--- src/rtl/cardinal_nic_vc.sv ---
// Cardinal ring NIC with a router-to-processor input FIFO and one output FIFO per
// virtual channel; injection follows the even/odd net_polarity rule.

module cardinal_nic_vc_fifo #(
   parameter int W     = 64,
   parameter int DEPTH = 4,
   localparam int AW   = $clog2(DEPTH)
) (
   input  logic          clk,
   input  logic          reset,
   input  logic          push,
   input  logic          pop,
   input  logic [0:W-1]  din,
   output logic [0:W-1]  head,
   output logic [AW:0]   count
);
   logic [0:W-1]  mem [DEPTH];
   logic [AW-1:0] rd_ptr, wr_ptr;

   // Caller guarantees push only when not full and pop only when not empty.
   always_ff @(posedge clk) begin
      if (reset) begin
         rd_ptr <= '0;
         wr_ptr <= '0;
         count  <= '0;
      end else begin
         if (push) wr_ptr <= wr_ptr + 1'b1;
         if (pop)  rd_ptr <= rd_ptr + 1'b1;
         case ({push, pop})
            2'b10:   count <= count + 1'b1;
            2'b01:   count <= count - 1'b1;
            default: count <= count;
         endcase
      end
   end

   always_ff @(posedge clk)
      if (push) mem[wr_ptr] <= din;

   assign head = mem[rd_ptr];
endmodule

module cardinal_nic_vc #(
   parameter int PKT_WIDTH = 64,
   parameter int IN_DEPTH  = 4,
   parameter int OUT_DEPTH = 4
) (
   input  logic                clk,
   input  logic                reset,
   input  logic                nicEn,
   input  logic                nicWrEn,
   input  logic [0:1]          addr,
   input  logic [0:PKT_WIDTH-1] d_in,
   output logic [0:PKT_WIDTH-1] d_out,
   input  logic                net_si,
   output logic                net_ri,
   input  logic [0:PKT_WIDTH-1] net_di,
   output logic                net_so,
   input  logic                net_ro,
   output logic [0:PKT_WIDTH-1] net_do,
   input  logic                net_polarity
);
   localparam int ICW = $clog2(IN_DEPTH) + 1;
   localparam int OCW = $clog2(OUT_DEPTH) + 1;

   logic                 in_push, in_pop, in_full, in_empty, in_drop, in_drop_set;
   logic [0:PKT_WIDTH-1] in_head;
   logic [ICW-1:0]       in_count;
   logic                 proc_rd, out_wr, inj, out_drop, out_drop_set;

   logic [1:0][0:PKT_WIDTH-1] vc_head;
   logic [1:0][OCW-1:0]       vc_count;
   logic [1:0]                vc_full, vc_empty, vc_push, vc_pop;

   assign proc_rd = nicEn & ~nicWrEn;
   assign out_wr  = nicEn & nicWrEn & (addr == 2'b10);

   assign in_full     = (in_count == ICW'(IN_DEPTH));
   assign in_empty    = (in_count == '0);
   assign net_ri      = ~reset & ~in_full;
   assign in_push     = net_si & net_ri;
   assign in_drop_set = net_si & in_full;
   assign in_pop      = proc_rd & (addr == 2'b00) & ~in_empty;

   cardinal_nic_vc_fifo #(.W(PKT_WIDTH), .DEPTH(IN_DEPTH)) u_in_fifo (
      .clk(clk), .reset(reset), .push(in_push), .pop(in_pop),
      .din(net_di), .head(in_head), .count(in_count));

   // Only the VC matching the current polarity may launch; the other never stalls it.
   assign inj          = net_ro & ~vc_empty[net_polarity];
   assign out_drop_set = out_wr & vc_full[d_in[0]];

   for (genvar g = 0; g < 2; g++) begin : g_vc
      assign vc_full[g]  = (vc_count[g] == OCW'(OUT_DEPTH));
      assign vc_empty[g] = (vc_count[g] == '0);
      assign vc_push[g]  = out_wr & (d_in[0] == 1'(g)) & ~vc_full[g];
      assign vc_pop[g]   = inj & (net_polarity == 1'(g));

      cardinal_nic_vc_fifo #(.W(PKT_WIDTH), .DEPTH(OUT_DEPTH)) u_vc_fifo (
         .clk(clk), .reset(reset), .push(vc_push[g]), .pop(vc_pop[g]),
         .din(d_in), .head(vc_head[g]), .count(vc_count[g]));
   end

   always_ff @(posedge clk) begin
      if (reset) begin
         net_so   <= 1'b0;
         net_do   <= '0;
         in_drop  <= 1'b0;
         out_drop <= 1'b0;
      end else begin
         net_so <= inj;
         if (inj) net_do <= vc_head[net_polarity];
         // A fresh drop in the same cycle as a status read keeps the flag set.
         in_drop  <= in_drop_set  | (in_drop  & ~(proc_rd & (addr == 2'b01)));
         out_drop <= out_drop_set | (out_drop & ~(proc_rd & (addr == 2'b11)));
      end
   end

   always_comb begin
      d_out = '0;
      if (proc_rd) begin
         case (addr)
            2'b00: if (!in_empty) d_out = in_head;
            2'b01: begin
               d_out[PKT_WIDTH-1]                  = ~in_empty;
               d_out[PKT_WIDTH-2]                  = in_drop;
               d_out[PKT_WIDTH-2-ICW:PKT_WIDTH-3]  = in_count;
            end
            2'b11: begin
               d_out[PKT_WIDTH-1] = vc_full[0] | vc_full[1];
               d_out[PKT_WIDTH-2] = vc_full[0];
               d_out[PKT_WIDTH-3] = vc_full[1];
               d_out[PKT_WIDTH-4] = out_drop;
            end
            default: d_out = '0;
         endcase
      end
   end
endmodule

--- config.mk ---
export PLATFORM = sky130hd
export DESIGN_NAME = cardinal_nic_vc
export DESIGN_NICKNAME = d
export VERILOG_FILES = /design/src/rtl/cardinal_nic_vc.sv
export SDC_FILE = /design/constraint.sdc
export NUM_CORES = 1
export LEC_CHECK = 0
export CAP_MARGIN = 20
export CORE_MARGIN = 4
export CORE_UTILIZATION = 40
export DETAILED_ROUTE_END_ITERATION = 6
export DONT_BUFFER_PORTS = 1
export GPL_TIMING_DRIVEN = 1
export HOLD_SLACK_MARGIN = 0.05
export PLACE_DENSITY_LB_ADDON = 0.3
export SYNTH_ARGS = -nofsm -noshare
export SYNTH_HDL_FRONTEND = slang
export SYNTH_SLANG_ARGS = --single-unit
--- constraint.sdc ---
create_clock -name clk -period 3.9 [get_ports clk]
set_input_delay 1.17 -clock clk [delete_from_list [all_inputs] [get_ports clk]]
set_output_delay 1.17 -clock clk [all_outputs]
set_load 0.05 [all_outputs]
==> flow_summary.yaml <==
final_layout:
  layout_common_cells: "edfxtp_1 (768), mux4_2 (192), a211oi_1 (128), buf_12 (94), clkbuf_16 (93)"
  ff_latch_area_mm2: 0.0250
  final_util_pct: 48.1
  multiInputGateArea_mm2: 0.00738
  final_common_cell: "edfxtp_1"
  final_nets: 1839
  fillCellCount: 6572
  n_antenna_cell: 0
  fin_cells: 2816
  syn_to_final_growth_pct: 18.6
  drive_gt1_share_pct: 27.7
die:
  die_w_um: 294
  coreArea_mm2: 0.0809
  die_h_um: 294
  start_util_pct: 40.6
  dieArea_mm2: 0.0867
  io_pins: 267
  std_cell_rows: 104
synth:
  synthesis.nets: 1722
  ys_warn_count: 0
  syn_inst: 1567
  yosys.cell_types.count: 46
  synth_seq_cells: 862
  syn_area_per_cell_um2: 20.9
  netlist_area_mm2: 0.0328
  seq_area_frac_synth_pct: 76.0
global_routing:
  grt_pass1_wl_um: 111000
  antenna_found_initial: 1
  grt_overflow_total: 0
  grt_pass1_vias: 16700
  grt_max_degree: 97
  grt_usage_pct: 17.3
timing:
  max_clock_freq_ghz: 0.267
  min_period_ns: 3.75
  fin_crit_sh_pct: 96.2
  slew_viol_final: 0
  setup_viol: 0
  whs_ns: 0.484
  slew_headroom_pct: 32.5
  tightest_slew_ns: 1.01
  setup_tns_ns: 0
  clock_skew_ns: 0.0278
  hold_viol: 0
  rsz0062_at_grt: "no"
drt:
  drt-initial-drc-count: 1025
  viasPerCell: 5.54
  vias: 15600
  drtAntennaViolNets: 0
  wl_per_cell_um: 26.5
  finalWirelength_um: 74700
  drt_first_pass_iters: 5
  drcViolationCount: 0
clocking:
  cts_hold_buffers: 0
  htreeDepth: 3
  path_clk_slew_ns: 0.05
  cts.sinks: 862
  post_cts_buffers: 0
  cts-root-buf: "clkbuf_16"
  clockBufferDepth: 3
  numCtsBuffers: 92
  clkLatencyLatePin_ns: 0.64
  cts_tree: "built"
  ctsResizeCount: 0
setup_path:
  cp_cell_sequence: "or3b_1 -> nor3_4 -> buf_4 -> and2_1 -> buf_12"
  cp_num_cells: 5
  crit-reg2reg-launch: "g_vc[1].u_vc_fifo.count[2]"
  end_kind: "primary output"
  crit_buf_inv: 2
  worstPathArrival_ns: 2.58
  cp.required_ns: 2.73
  reg2reg_slack_ns: 1.01
  regToRegEndpoint: "g_vc[1].u_vc_fifo.count[2]"
  path_max_fanout: 21
  path_class: "in -> out"
  cp_slowest_cell: "or3b_1"
  worst-r2r-cell-count: 10
  start_kind: "input port"
  crit_start: "nicWrEn"
  worst_path_largest_cell_delay_ns: 0.42
  cp_top_family: "simple AND/OR/NAND/NOR gates"
  endpoint: "d_out[5]"
placed_design:
  gp_congestion: 0.758
  placed_cells: 2650
  io_buffers: 0
  dp_hpwl_um: 43700
run:
  drv_cap: 0
power_and_ir_drop:
  p_per_area_mw_per_mm2: 498
  p_leak_nw: 12.1
  fin_total_pwr_mw: 19.4
  vdd_drop_max_v: 0.000369
outcome:
  status: "finished, final reports clean"
hold_path:
  hp-class: "reg -> reg"
-- registers in the layout, indices dropped and copies added (netlist names), 2 cells and up, named ones only --
signal,flops
g_vc.u_vc_fifo.count,6
g_vc.u_vc_fifo.mem,512
g_vc.u_vc_fifo.rd_ptr,4
g_vc.u_vc_fifo.wr_ptr,4
net_do,64
u_in_fifo.count,3
u_in_fifo.mem,256
u_in_fifo.rd_ptr,2
u_in_fifo.wr_ptr,2
-- worst min-delay path by stage --
stage | start | end | depth (start not counted)
5_1_grt | g_vc[1].u_vc_fifo.rd_ptr[0] | g_vc[1].u_vc_fifo.rd_ptr[0] | 2
2_1_floorplan | in_drop | in_drop | 2
3_3_place_gp | g_vc[1].u_vc_fifo.rd_ptr[0] | flop | 2
6_report | g_vc[1].u_vc_fifo.rd_ptr[0] | flop | 2
3_5_place_dp | in_drop | in_drop | 2
4_1_cts | g_vc[1].u_vc_fifo.rd_ptr[0] | flop | 2
-- kinds of logic after synthesis --
family	Yosys count	share of synthesized area, %
compound gates	173	3.79
flops	862	76.0
simple gates	129	2.44
fa+ha+maj	18	0.755
xor+xnor	6	0.160
buf+inv	121	1.67
mux	258	15.2
-- through the flow --
stage | cell area (µm²) | setup slack (ns)
2_1_floorplan | 32800 | 0.0910
3_3_place_gp | 35800 | 0.161
3_5_place_dp | 35800 | 0.124
4_1_cts | 38900 | 0.0364
5_1_grt | 38900 | 0.00269
6_report | 38900 | 0.148
-- area by class of cell --
type	instances	area share, %
clock buffers	122	6.57
clock inverters	44	1.36
inverters	24	0.231
multi-input cells	584	19.0
flip-flops and latches	862	64.1
well taps	1060	3.41
repair buffers	120	5.34
-- synthesized netlist by cell type, drive strengths merged --
library cell  number  area share, %
nor4b              2          0.053
dfxtp             94            5.7
mux2i             64            2.0
inv               24           0.27
o21ai              9           0.14
o221ai             1          0.027
nand4b             1          0.027
a21oi             22           0.34
a211oi           128            2.9
buf               41           0.74
mux2               2          0.069
nor2              14           0.16
o21ba              1          0.030
o221a              1          0.034
or4                3          0.080
and4b              2          0.065
edfxtp           768             70
o311ai             1          0.050
or3                5          0.095
nand3              1          0.015
nor4bb             1          0.030
nor2b              3          0.057
xor2               6           0.16
o31ai              8           0.18
ha                15           0.57
fa                 3           0.18
mux4             192             13
nand4              4          0.076
nand2              5          0.057
nand2b             2          0.038
or3b               3          0.080
and3               1          0.019
a221o              2          0.061
nor3               7           0.14
and2              71            1.4
clkbuf            56           0.66
nor3b              4          0.091
-- metal layers --
layer,GRT usage (%),vias to the layer above,wire [µm],share of wire [%]
li1,-,6755,-,-
met1,22.1,8277,29800,40
met2,28.8,466,37000,49
met3,5.53,112,6330,8.5
met4,4.73,0,1570,2.1
met5,0,-,0,0
-- where the power goes --
part	internal (mW)	switching [mW]
Clock	5.17	3.54
Combinational	0.179	0.214
Sequential	10.2	0.112
-- tightest hold or removal path: cells and delay by family, from the launching register on --
| kind | cells | cell delay [ns] |
|---|---|---|
| flip-flops | 1 | 0.30 |
| AND/OR/NAND/NOR | 1 | 0.08 |
| AO/OA/AOI/OAI | 1 | 0.06 |
Note: power is estimated with default switching activity, not from simulation.
